===== config.mk =====
export PLATFORM = sky130hd
export DESIGN_NAME = time_ascii_sender
export DESIGN_NICKNAME = d
export VERILOG_FILES = /design/src/rtl/time_ascii_sender.sv
export SDC_FILE = /design/constraint.sdc
export NUM_CORES = 1
export LEC_CHECK = 0
export BUFFER_PORTS_ARGS = -buffer_cell sky130_fd_sc_hd__buf_2
export CORE_MARGIN = 4
export CORE_UTILIZATION = 46
export CTS_CLUSTER_SIZE = 28
export DETAILED_ROUTE_END_ITERATION = 12
export PLACE_DENSITY = 0.82
export REMOVE_ABC_BUFFERS = 1
export SYNTH_ARGS = -nofsm -noshare
export SYNTH_HDL_FRONTEND = slang
export SYNTH_SLANG_ARGS = --single-unit

===== constraint.sdc =====
create_clock -name clk -period 1.6 [get_ports clk]
set_clock_uncertainty 0.05 [all_clocks]
set_input_delay 0.08 -clock clk [delete_from_list [all_inputs] [get_ports clk]]
set_output_delay 0.08 -clock clk [all_outputs]
set_load 0.1 [all_outputs]

===== src/rtl/time_ascii_sender.sv =====
// -----------------------------------------------------------------------------
// time_ascii_sender
//
// Purpose
//   Turns the current watch time (BCD digits from the digit splitter) into the
//   ASCII line "HH:MM:SS\r\n" and writes it one byte per cycle into the UART TX
//   FIFO. A frame is started by a one-cycle trigger (tick_1s or a PC request)
//   while sending is enabled. All digits are captured when the frame starts, so
//   the time cannot change halfway through a line.
//
// Optional feature (compile-time macro DHT_APPEND_EN)
//   When DHT_APPEND_EN is defined, the line becomes "HH:MM:SS T<tt> H<hh>\r\n".
//   tt and hh are the captured DHT temperature and humidity, limited to 99 and
//   printed as two decimal digits. Without the macro the DHT inputs are ignored.
//
// Parameters
//   SEP_CHAR : byte placed between HH, MM and SS (default ':')
//   CRLF     : 1 = line ends in 0x0D 0x0A, 0 = line ends in 0x0A only
//
// Ports
//   clk            in   system clock
//   rst            in   asynchronous reset, active low
//   i_trig         in   one-cycle send request
//   i_enable       in   sending allowed; only looked at while idle
//   hour1..sec0    in   BCD time digits (tens/ones of hour, minute, second)
//   temp_integral  in   DHT temperature, binary (DHT_APPEND_EN only)
//   humi_integral  in   DHT humidity, binary (DHT_APPEND_EN only)
//   i_full         in   TX FIFO full
//   o_push         out  FIFO write enable; the byte is written on the edge where it is 1
//   o_data         out  byte to write; valid whenever o_busy = 1
//   o_busy         out  a frame is being sent
//   o_drop         out  one-cycle pulse: a trigger arrived while a frame was in progress
// -----------------------------------------------------------------------------
module time_ascii_sender #(
    parameter logic [7:0]  SEP_CHAR = 8'h3A,
    parameter int unsigned CRLF     = 1
) (
    input  logic       clk,
    input  logic       rst,
    input  logic       i_trig,
    input  logic       i_enable,
    input  logic [3:0] hour1,
    input  logic [3:0] hour0,
    input  logic [3:0] min1,
    input  logic [3:0] min0,
    input  logic [3:0] sec1,
    input  logic [3:0] sec0,
    input  logic [7:0] temp_integral,
    input  logic [7:0] humi_integral,
    input  logic       i_full,
    output logic       o_push,
    output logic [7:0] o_data,
    output logic       o_busy,
    output logic       o_drop
);

    // FSM states
    localparam logic [0:0] ST_IDLE = 1'b0;
    localparam logic [0:0] ST_SEND = 1'b1;

    // Number of payload bytes in front of the line terminator.
`ifdef DHT_APPEND_EN
    localparam logic [4:0] BODY_LEN = 5'd16;
`else
    localparam logic [4:0] BODY_LEN = 5'd8;
`endif

    // The final 0x0A sits one position further out when a 0x0D precedes it.
    localparam logic [4:0] CR_LEN   = (CRLF != 0) ? 5'd1 : 5'd0;
    localparam logic [4:0] LAST_IDX = BODY_LEN + CR_LEN;

    // One BCD digit as ASCII; anything that is not a decimal digit prints as '?'.
    function automatic logic [7:0] f_digit_ascii(input logic [3:0] d);
        logic [7:0] ch;
        if (d <= 4'd9) begin
            ch = {4'h3, d};
        end else begin
            ch = 8'h3F;
        end
        return ch;
    endfunction

    logic [0:0] r_state;
    logic [4:0] r_idx;
    logic [3:0] r_h1;
    logic [3:0] r_h0;
    logic [3:0] r_m1;
    logic [3:0] r_m0;
    logic [3:0] r_s1;
    logic [3:0] r_s0;
    logic       r_drop;
    logic       w_send;
    logic       w_push;
    logic       w_start;
    logic       w_last;
    logic [7:0] w_byte;

`ifdef DHT_APPEND_EN
    // Limit a binary reading to the two decimal digits the line has room for.
    function automatic logic [7:0] f_sat99(input logic [7:0] v);
        logic [7:0] s;
        if (v > 8'd99) begin
            s = 8'd99;
        end else begin
            s = v;
        end
        return s;
    endfunction

    logic [7:0] r_temp;
    logic [7:0] r_humi;
`else
    // The DHT readings have no place in the short line.
    logic w_unused_dht;
    assign w_unused_dht = ^{temp_integral, humi_integral};
`endif

    assign w_send  = (r_state == ST_SEND);
    assign w_push  = w_send && !i_full;
    assign w_start = (r_state == ST_IDLE) && i_trig && i_enable;
    assign w_last  = (r_idx == LAST_IDX);

    // Byte selected by the current index from the captured digits.
    always_comb begin
        w_byte = 8'h00;
        case (r_idx)
            5'd0:       w_byte = f_digit_ascii(r_h1);
            5'd1:       w_byte = f_digit_ascii(r_h0);
            5'd2, 5'd5: w_byte = SEP_CHAR;
            5'd3:       w_byte = f_digit_ascii(r_m1);
            5'd4:       w_byte = f_digit_ascii(r_m0);
            5'd6:       w_byte = f_digit_ascii(r_s1);
            5'd7:       w_byte = f_digit_ascii(r_s0);
`ifdef DHT_APPEND_EN
            5'd8:       w_byte = 8'h20;
            5'd9:       w_byte = 8'h54;
            5'd10:      w_byte = 8'h30 + (r_temp / 8'd10);
            5'd11:      w_byte = 8'h30 + (r_temp % 8'd10);
            5'd12:      w_byte = 8'h20;
            5'd13:      w_byte = 8'h48;
            5'd14:      w_byte = 8'h30 + (r_humi / 8'd10);
            5'd15:      w_byte = 8'h30 + (r_humi % 8'd10);
`endif
            // Everything past the body is the terminator: 0x0A last, 0x0D before it.
            default: begin
                if (w_last) begin
                    w_byte = 8'h0A;
                end else begin
                    w_byte = 8'h0D;
                end
            end
        endcase
    end

    // Frame sequencer: start on an enabled trigger, advance on every accepted push.
    always_ff @(posedge clk or negedge rst) begin
        if (!rst) begin
            r_state <= ST_IDLE;
            r_idx   <= 5'd0;
        end else begin
            case (r_state)
                ST_IDLE: begin
                    if (w_start) begin
                        r_state <= ST_SEND;
                    end else begin
                        r_state <= ST_IDLE;
                    end
                    r_idx <= 5'd0;
                end
                ST_SEND: begin
                    if (w_push && w_last) begin
                        r_state <= ST_IDLE;
                        r_idx   <= 5'd0;
                    end else if (w_push) begin
                        r_idx   <= r_idx + 5'd1;
                    end else begin
                        r_idx   <= r_idx;
                    end
                end
                default: begin
                    r_state <= ST_IDLE;
                    r_idx   <= 5'd0;
                end
            endcase
        end
    end

    // Digit capture at frame start so the line reflects a single instant.
    always_ff @(posedge clk or negedge rst) begin
        if (!rst) begin
            r_h1 <= 4'd0;
            r_h0 <= 4'd0;
            r_m1 <= 4'd0;
            r_m0 <= 4'd0;
            r_s1 <= 4'd0;
            r_s0 <= 4'd0;
        end else if (w_start) begin
            r_h1 <= hour1;
            r_h0 <= hour0;
            r_m1 <= min1;
            r_m0 <= min0;
            r_s1 <= sec1;
            r_s0 <= sec0;
        end else begin
            r_h1 <= r_h1;
            r_h0 <= r_h0;
            r_m1 <= r_m1;
            r_m0 <= r_m0;
            r_s1 <= r_s1;
            r_s0 <= r_s0;
        end
    end

`ifdef DHT_APPEND_EN
    // DHT capture at frame start, already limited to 99.
    always_ff @(posedge clk or negedge rst) begin
        if (!rst) begin
            r_temp <= 8'd0;
            r_humi <= 8'd0;
        end else if (w_start) begin
            r_temp <= f_sat99(temp_integral);
            r_humi <= f_sat99(humi_integral);
        end else begin
            r_temp <= r_temp;
            r_humi <= r_humi;
        end
    end
`endif

    // Rejected-trigger pulse; includes the edge that pushes the last byte.
    always_ff @(posedge clk or negedge rst) begin
        if (!rst) begin
            r_drop <= 1'b0;
        end else begin
            r_drop <= i_trig && w_send;
        end
    end

    // o_push must follow i_full in the same cycle, so it is decoded from state.
    assign o_push = w_push;
    assign o_busy = w_send;
    assign o_data = w_send ? w_byte : 8'h00;
    assign o_drop = r_drop;

endmodule


==> results of run 1 <==
[layout make-up]
class,instances,area (um2)
Multi-Input combinational cell,113,1040
Sequential cell,31,781
Fill cell,237,986
Tap cell,48,60.1
Inverter,6,27.5
Clock inverter,1,5.00
Clock buffer,6,82.6
Timing Repair Buffer,87,732
[cell families (layout without fill, tap and decap cells)]
| logic type | Yosys count | count (layout) | synth area share (%) |
|---|---|---|---|
| mux | 27 | 27 | 16.8 |
| fa+ha+maj | 4 | 4 | 2.77 |
| other cells | 1 | 2 | 0.208 |
| simple gates | 37 | 37 | 14.1 |
| compound gates | 43 | 43 | 16.6 |
| flops | 31 | 31 | 43.0 |
| buf+inv | 17 | 100 | 6.44 |
[where the power goes]
group / total [mW] / internal, mW / switching (mW)
clock network: 0.612 / 0.337 / 0.275
logic: 1.21 / 0.572 / 0.639
registers: 1.07 / 0.900 / 0.170
total: 2.89 / 1.81 / 1.08
[critical path, cell delays in order, from the launching register on]
cell      delay, ns
dfrtp_2        0.44
inv_4          0.06
ha_4           0.18
buf_4          0.14
and4b_1        0.20
a311oi_2       0.32
a31oi_1        0.16
buf_4          0.17
buf_12         0.16
[cells in the mapped netlist (2+ instances only)]
cell type	count	area share [%]
nor3b_1	2	0.83
buf_6	3	1.9
o211ai_1	3	1.2
ha_1	4	2.8
buf_4	5	2.1
a21oi_1	14	3.9
o2111a_1	2	1.2
a31oi_1	3	1.0
o21ai_0	4	1.1
nand2_1	5	1.0
nand4b_1	2	0.97
o21a_1	6	2.5
nor2_1	5	1.0
o2111ai_1	2	0.97
dfrtp_1	31	43
nand3_1	6	1.7
nor3_1	3	0.83
inv_1	5	1.0
mux2_2	26	16
[how the worst max path moves through the flow]
stage	startpoint	endpoint	slack, ns
5_1_grt	r_idx[1]	o_data[1]	-0.68
4_1_cts	r_idx[1]	o_data[1]	-0.51
2_1_floorplan	o_busy	o_data[4]	-2.29
6_report	r_idx[0]	o_data[1]	-0.66
3_3_place_gp	r_idx[0]	o_data[3]	-0.34
3_5_place_dp	r_idx[0]	o_data[3]	-0.43
[per-stage QoR]
stage / hold slack (ns) / worst slack [ns] / setup TNS, ns / util, % / std cells
floorplan: -0.266 / -2.29 / -20.98 / - / 150
global placement: 0.109 / -0.337 / -1.38 / 60.2 / 258
detailed placement: 0.105 / -0.433 / -1.82 / 60.2 / 258
CTS: 0.0277 / -0.513 / -2.42 / 72.5 / 291
global route: 0.0250 / -0.684 / -3.36 / 73.5 / 292
finish: 0.0228 / -0.655 / -2.93 / 73.5 / 292
[sequential cells by signal, indices dropped and copies added, names as in the netlist]
register / flops
o_drop: 1
r_h0: 4
o_busy: 1
r_s0: 4
r_s1: 4
r_m1: 4
r_h1: 4
r_idx: 5
r_m0: 4
[metal layers]
metal / vias to the layer above / GRT usage [%] / share of wire [%]
met2: 66 / 35.3 / 52
li1: 764 / - / -
met4: 0 / 8.77 / 3.3
met1: 813 / 24.6 / 40
met3: 13 / 5.11 / 5.1
met5: - / 0 / 0
[what timing repair did]
| action | CTS | global route |
|---|---|---|
| hold buffers | 25 | 0 |
| setup buffers | 2 | 2 |
| endpoints found under the hold margin | 55 | 0 |
| resized for setup | 24 | 9 |
| endpoints found under the setup margin | 6 | 9 |
| pin swaps | 6 | 3 |
[cell usage in the layout (no fill, tap or decap), drive strengths merged, types with 4 or more instances in the layout]
cell type	netlist	layout
o21a	6	6
nand3	7	7
nand2	5	5
nor2	6	6
a21oi	14	14
dlygate4sd3	0	25
buf	8	62
clkbuf	3	6
mux2	27	27
dfrtp	31	31
ha	4	4
inv	6	6
o21ai	5	5
==> flow_summary_export.csv, run 1 <==
group,metric,value,unit
global_routing,grt_pass1_wl,8.07,mm
sta,setup_slack,-0.655,ns
placement,hpwl,2.98,mm
synthesis,synth-edff-count,0,
route,vias,1656,
job,maxCapViolations,0,
min_path,worstHoldStart,"i_trig",
global_routing,antenna_found_initial,0,
setup_path,worstSetupEndpointType,"output pin",
placement,placed_cell_area,2240,um2
synthesis,ys.flop_type,"dfrtp_1",
die,core-area,3720,um2
sta,clock.fmax,443,MHz
setup_path,startpoint_type,"register",
sta,setup_violations,6,
global_routing,first_global_vias,1716,
die,io_pins,56,
final_layout,nets,293,
setup_path,r2r_cells,6,
die,initial_core_util,48.6,%
die,die_y,70.7,um
route,ant_nets,0,
setup_path,crit_fanout,4,
synthesis,synth_cell_types,48,
run_status,outcome,"complete, but fails checks",
sta,worst_pin_slew,0.710,ns
pwr,ir_drop,552,uV
clock_network,numClockSinks,31,
clock_network,root_buffer,"clkbuf_8",
placement,routabilityCongestion,0.856,
clock_network,insertion_delay,0.28,ns
synthesis,syn-mean-instance-area,11.3,um2
sta,finalMaxSlewViolations,0,
synthesis,seq_area_frac_synth,43.0,%
setup_path,worstPathRequired,1.47,ns
global_routing,grt_max_degree,32,
min_path,worstHoldEndpoint,"o_drop",
sta,period_share,141,%
clock_network,clockBufferDepth,2,
die,die_w,70.7,um
synthesis,ys_ff_latch,31,
min_path,holdPathStages,2,
final_layout,diodes,0,
setup_path,r2r_end,"r_idx[4]",
route,first_iter_violations,139,
synthesis,yosysWarnings,0,
route,wire_per_inst,17.2,um
min_path,hold_class,"input pin to register",
die,num_rows,22,
final_layout,layout-drive-gt1-share,50.8,%
setup_path,critPathKind,"register to output pin",
synthesis,syn-instance-count,160,
clock_network,cts_tree,"done",
pwr,powerDensity,1060,nW/um2
setup_path,rrSetupSlack,0.01,ns
clock_network,cts.reportedPaths.clkPinSlew,0.06,ns
die,die_area,4990,um2
route,remaining_drc_errors,0,
global_routing,grt_usage,20.6,%
final_layout,area_growth_syn_to_layout,51.2,%
route,viasPerCell,5.67,
pwr,p_leak,1.23,nW
clock_network,htreeDepth,2,
clock_network,cts_buffers,5,
route,dr.pass1.iters,4,
run_status,violations,"negative setup slack",
setup_path,r2r_start,"r_idx[1]",
sta,layout_min_cycle_time,2.26,ns
synthesis,synthArstFlopShare,100,%
synthesis,synthesis.area,1810,um2
global_routing,grt-ovfl-total,0,
sta,rsz0062_at_grt,"true",
placement,io_buffers,37,
sta,maxSlewHeadroom,52.7,%
setup_path,crit_arrival,2.13,ns
sta,timing.final.hold_violations,0,
pwr,fin_total_pwr,2.89,mW
route,wl,5.04,mm
final_layout,stdcell_area,2730,um2
Note: power is estimated with default switching activity, not from simulation.
==> run 2, diff against run 1 <==
Clock period 1.6 ns to 1.97 ns, I/O delays scaled along.
==> flow_summary_export.csv, run 2 (synthesis gave the netlist of run 1 again) <==
group,metric,value,unit
run_status,outcome,"complete, but fails checks",
run_status,violations,"negative setup slack",
global_routing,grt_max_degree,32,
die,die_y,70.7,um
global_routing,grt_pass1_wl,7.85,mm
sta,rsz0062_at_grt,"true",
clock_network,numClockSinks,31,
die,core-area,3720,um2
global_routing,grt-ovfl-total,0,
die,die_w,70.7,um
setup_path,crit_fanout,4,
route,wl,4.36,mm
final_layout,area_growth_syn_to_layout,42.1,%
setup_path,worstSetupEndpointType,"output pin",
clock_network,insertion_delay,0.28,ns
placement,hpwl,3.00,mm
sta,finalMaxSlewViolations,0,
route,remaining_drc_errors,0,
global_routing,grt_usage,19.6,%
job,maxCapViolations,0,
placement,routabilityCongestion,0.854,
clock_network,clockBufferDepth,2,
sta,period_share,113,%
route,dr.pass1.iters,4,
final_layout,regMostFlops,"r_idx",
setup_path,cp_common_cell,"buf_4",
die,initial_core_util,48.6,%
final_layout,final_common_cell,"buf_2",
sta,setup_violations,6,
setup_path,slowest_delay,0.46,ns
pwr,fin_total_pwr,2.25,mW
min_path,worstHoldStart,"sec0[1]",
clock_network,htreeDepth,2,
route,viasPerCell,5.56,
setup_path,path_delay_family,"buffers and inverters",
final_layout,seq_area,778,um2
final_layout,final_util,69.0,%
final_layout,final_cells,276,
final_layout,largest_reg_flops,5,
die,num_rows,22,
clock_network,cts.reportedPaths.clkPinSlew,0.06,ns
setup_path,crit_arrival,2.08,ns
die,die_area,4990,um2
min_path,holdPathStages,2,
clock_network,root_buffer,"clkbuf_8",
route,first_iter_violations,101,
sta,setup_slack,-0.254,ns
setup_path,slowest_stage,"dfrtp_2",
sta,timing.final.hold_violations,0,
setup_path,critPathKind,"register to output pin",
pwr,powerDensity,877,nW/um2
clock_network,cts_tree,"done",
die,io_pins,56,
route,wire_per_inst,15.8,um
pwr,p_leak,1.15,nW
final_layout,layout_common_cells,"buf_2 (31), dfrtp_1 (29), mux2_2 (26), buf_4 (17), dlygate4sd3_1 (15)",
sta,layout_min_cycle_time,2.22,ns
placement,io_buffers,37,
setup_path,worstPathRequired,1.82,ns
final_layout,multiInputGateArea,1040,um2
pwr,ir_drop,466,uV
setup_path,r2r_cells,3,
route,ant_nets,0,
setup_path,path_buf_inv,4,
global_routing,first_global_vias,1665,
setup_path,r2r_start,"o_busy",
min_path,hold_class,"input pin to register",
setup_path,crit_cells,8,
placement,placed_cells,251,
global_routing,antenna_found_initial,0,
setup_path,crit_chain,"buf_6 > ha_4 > buf_4 > and4b_1 > a311oi_2 > a31oi_2 > buf_4 > buf_12",
final_layout,layout-drive-gt1-share,49.6,%
setup_path,crit_path_start,"r_idx[1]",
final_layout,nets,278,
route,vias,1534,
clock_network,cts_buffers,5,
final_layout,num-fill-cells,257,
sta,worst_pin_slew,0.686,ns
setup_path,startpoint_type,"register",
sta,clock.fmax,450,MHz
sta,maxSlewHeadroom,54.3,%
final_layout,diodes,0,
## run 2: changes by cell type in the layout (fill, tap and decap cells not counted), sizes merged
| cell | previous run | this run |
|---|---|---|
| dlygate4sd3 | 25 | 15 |
| clkinv | 1 | 0 |
| buf | 62 | 57 |
## run 2: worst reg2reg max path, stage by stage, from the launching register on
cell	delay, ns
dfrtp_1	0.49
inv_2	0.23
nand3_4	0.32
mux2_2	0.43
## run 2: final cells by class
| type | instances | share of cell area (%) |
|---|---|---|
| clock buffers | 6 | 2.83 |
| inverters | 6 | 1.07 |
| multi-input cells | 113 | 40.5 |
| flip-flops and latches | 31 | 30.3 |
| well taps | 48 | 2.34 |
| repair buffers | 72 | 22.9 |
## run 2: timing repair
item                                   CTS  global route
pin swaps                                6             3
hold buffers                            15             0
resized for setup                       22             8
endpoints found under the hold margin   45             0
gates cloned                             0             0
buffers inserted                         2             2
setup endpoints to repair                6             6
## run 2: worst paths after layout
kind | slack, ns | endpoint
min | 0.001 | r_s0[1]
min in group asynchronous | 0.34 | r_s1[1]
max | -0.25 | o_data[1]
min reg2reg | 0.48 | r_h0[0]
max reg2reg | 0.34 | r_s1[2]
max in group asynchronous | 1.05 | r_idx[1]
## run 2: metrics by stage
stage          setup TNS, ns  worst slack [ns]  hold slack [ns]  cell area, um2
6_report               -1.09            -0.254          0.00123            2560
5_1_grt                -1.55            -0.317          0.00255            2560
4_1_cts               -0.884            -0.230         0.000474            2520
3_5_place_dp          -0.115           -0.0621            0.137            2170
3_3_place_gp         -0.0142           -0.0142            0.113            2170
2_1_floorplan          -9.32             -1.94           -0.247            1720
## run 2: routing by layer
layer / global-route usage, % / wire, um / part of all wire (%) / vias to the layer above
li1: - / - / - / 730
met1: 24.3 / 1780 / 41 / 746
met2: 32.6 / 2190 / 50 / 48
met3: 4.97 / 270 / 6.2 / 10
met4: 7.93 / 123 / 2.8 / 0
met5: 0 / 0 / 0 / -
## run 2: report_power, final
part	switching, mW	leakage [nW]	internal [mW]	total [mW]
Clock	0.215	0.0371	0.235	0.449
Sequential	0.128	0.410	0.728	0.855
Combinational	0.492	0.702	0.453	0.945
==> run 3, diff against run 2 <==
--- a/constraint.sdc
+++ b/constraint.sdc
@@ -4,2 +4,2 @@
 set_output_delay 0.0985 -clock clk [all_outputs]
-set_load 0.1 [all_outputs]
+set_load 0.01 [all_outputs]
==> flow_summary_export.csv, run 3 (synthesis gave the netlist of run 1 again) <==
group,metric,value,unit
clock_network,numClockSinks,31,
die,io_pins,56,
clock_network,cts.reportedPaths.clkPinSlew,0.07,ns
final_layout,nets,280,
die,die_area,4990,um2
final_layout,largest_reg_flops,5,
setup_path,crit_chain,"buf_6 > ha_4 > nor4_4 > or2b_4 > a21oi_4 > a41oi_2 > buf_2",
die,die_w,70.7,um
route,vias,1524,
final_layout,final_common_cell,"buf_2",
clock_network,insertion_delay,0.29,ns
pwr,p_leak,1.14,nW
route,viasPerCell,5.44,
setup_path,path_buf_inv,2,
route,dr.pass1.iters,3,
global_routing,antenna_found_initial,0,
clock_network,clockBufferDepth,2,
global_routing,grt_pass1_wl,7.42,mm
sta,finalMaxSlewViolations,0,
setup_path,worstSetupEndpointType,"output pin",
die,num_rows,22,
sta,setup_slack,-0.145,ns
die,core-area,3720,um2
sta,maxSlewHeadroom,54.5,%
final_layout,diodes,0,
final_layout,regMostFlops,"r_idx",
route,wl,4.49,mm
sta,timing.final.hold_violations,0,
setup_path,crit_fanout,4,
route,ant_nets,0,
pwr,powerDensity,878,nW/um2
setup_path,crit_arrival,1.97,ns
setup_path,rrSetupSlack,0.37,ns
clock_network,htreeDepth,2,
run_status,outcome,"complete, but fails checks",
sta,rsz0062_at_grt,"true",
route,first_iter_violations,77,
job,maxCapViolations,0,
sta,setup_violations,6,
setup_path,critPathKind,"register to output pin",
setup_path,slowest_delay,0.45,ns
final_layout,area_growth_syn_to_layout,39.4,%
final_layout,layout-drive-gt1-share,46.6,%
die,die_y,70.7,um
sta,worst_pin_slew,0.683,ns
route,wire_per_inst,16.0,um
min_path,holdPathStages,2,
min_path,worstHoldStart,"sec1[3]",
global_routing,grt-ovfl-total,0,
placement,io_buffers,37,
run_status,violations,"negative setup slack",
final_layout,num-fill-cells,284,
pwr,ir_drop,511,uV
pwr,fin_total_pwr,2.21,mW
final_layout,layout_common_cells,"buf_2 (37), dfrtp_1 (28), mux2_2 (26), dlygate4sd3_1 (23)",
setup_path,r2r_start,"o_busy",
final_layout,final_cells,280,
global_routing,grt_max_degree,32,
setup_path,r2r_cells,3,
setup_path,worstPathRequired,1.82,ns
min_path,hold_class,"input pin to register",
sta,clock.fmax,473,MHz
sta,period_share,107,%
route,remaining_drc_errors,0,
setup_path,path_delay_family,"simple AND/OR/NAND/NOR gates",
global_routing,first_global_vias,1548,
placement,routabilityCongestion,0.855,
clock_network,cts_buffers,5,
setup_path,slowest_stage,"dfrtp_2",
clock_network,cts_tree,"done",
clock_network,root_buffer,"clkbuf_8",
min_path,worstHoldEndpoint,"r_s1[3]",
placement,preCtsSetupSlack,0.0466,ns
sta,layout_min_cycle_time,2.12,ns
global_routing,grt_usage,18.8,%
placement,hpwl,2.70,mm
die,initial_core_util,48.6,%
setup_path,startpoint_type,"register",
setup_path,r2r_end,"r_h1[1]",
placement,placed_cells,240,
==> run 3: cell count changes in the layout (fill, tap and decap cells not counted), sizes merged <==
cell / change
buf: -6
clkinv: +1
dlygate4sd3: +8
bufinv: +1
==> run 3: final cells by class <==
cell class,instances,area (um2),share of cell area [%]
clock buffers,6,82.6,3.28
repair buffers,74,524,20.8
multi-input cells,113,1010,40.1
flip-flops and latches,31,779,31.0
clock inverters,2,35.0,1.39
inverters,6,25.0,0.995
well taps,48,60.1,2.39
==> run 3: worst max path at each step <==
stage / start / end / cells after the start / slack (ns)
after floorplan: r_idx[0] / o_data[3] / 6 / 0.28
after detailed placement: r_idx[0] / o_data[3] / 7 / 0.05
final: r_idx[0] / o_data[3] / 7 / -0.15
after global routing: r_idx[0] / o_data[2] / 7 / -0.22
after global placement: r_idx[0] / o_data[2] / 7 / 0.12
after CTS: r_idx[0] / o_data[3] / 7 / -0.06
==> run 3: routing by layer <==
layer,vias up,track usage (%),part of all wire (%)
met3,6,4.12,3.8
met1,747,24.6,43
li1,738,-,-
met2,33,30.0,51
met4,0,7.93,1.6
met5,-,0,0
==> run 3: repair_timing <==
| action | 4_1_cts | 5_1_grt |
|---|---|---|
| endpoints found under the setup margin | 6 | 6 |
| hold endpoints to repair | 52 | 1 |
| setup buffers | 7 | 2 |
| pin swaps | 7 | 3 |
| hold buffers | 22 | 1 |
| resized for setup | 19 | 4 |
==> run 3: stage by stage <==
| step | hold slack (ns) | area, um2 | setup TNS [ns] | util (%) |
|---|---|---|---|---|
| after floorplan | -0.247 | 1720 | 0 | - |
| after global placement | 0.121 | 2000 | 0 | 53.8 |
| after detailed placement | 0.129 | 2000 | 0 | 53.8 |
| after CTS | 0.0000448 | 2470 | -0.218 | 66.6 |
| after global routing | 0.00549 | 2520 | -1.05 | 67.7 |
| final | 0.00522 | 2520 | -0.632 | 67.7 |
==> run 3: power by group <==
group	leakage (nW)	switching (mW)	total (mW)	internal, mW
Sequential	0.409	0.186	0.915	0.728
Clock	0.0612	0.239	0.648	0.409
Combinational	0.673	0.297	0.648	0.350
Total	1.14	0.723	2.21	1.49
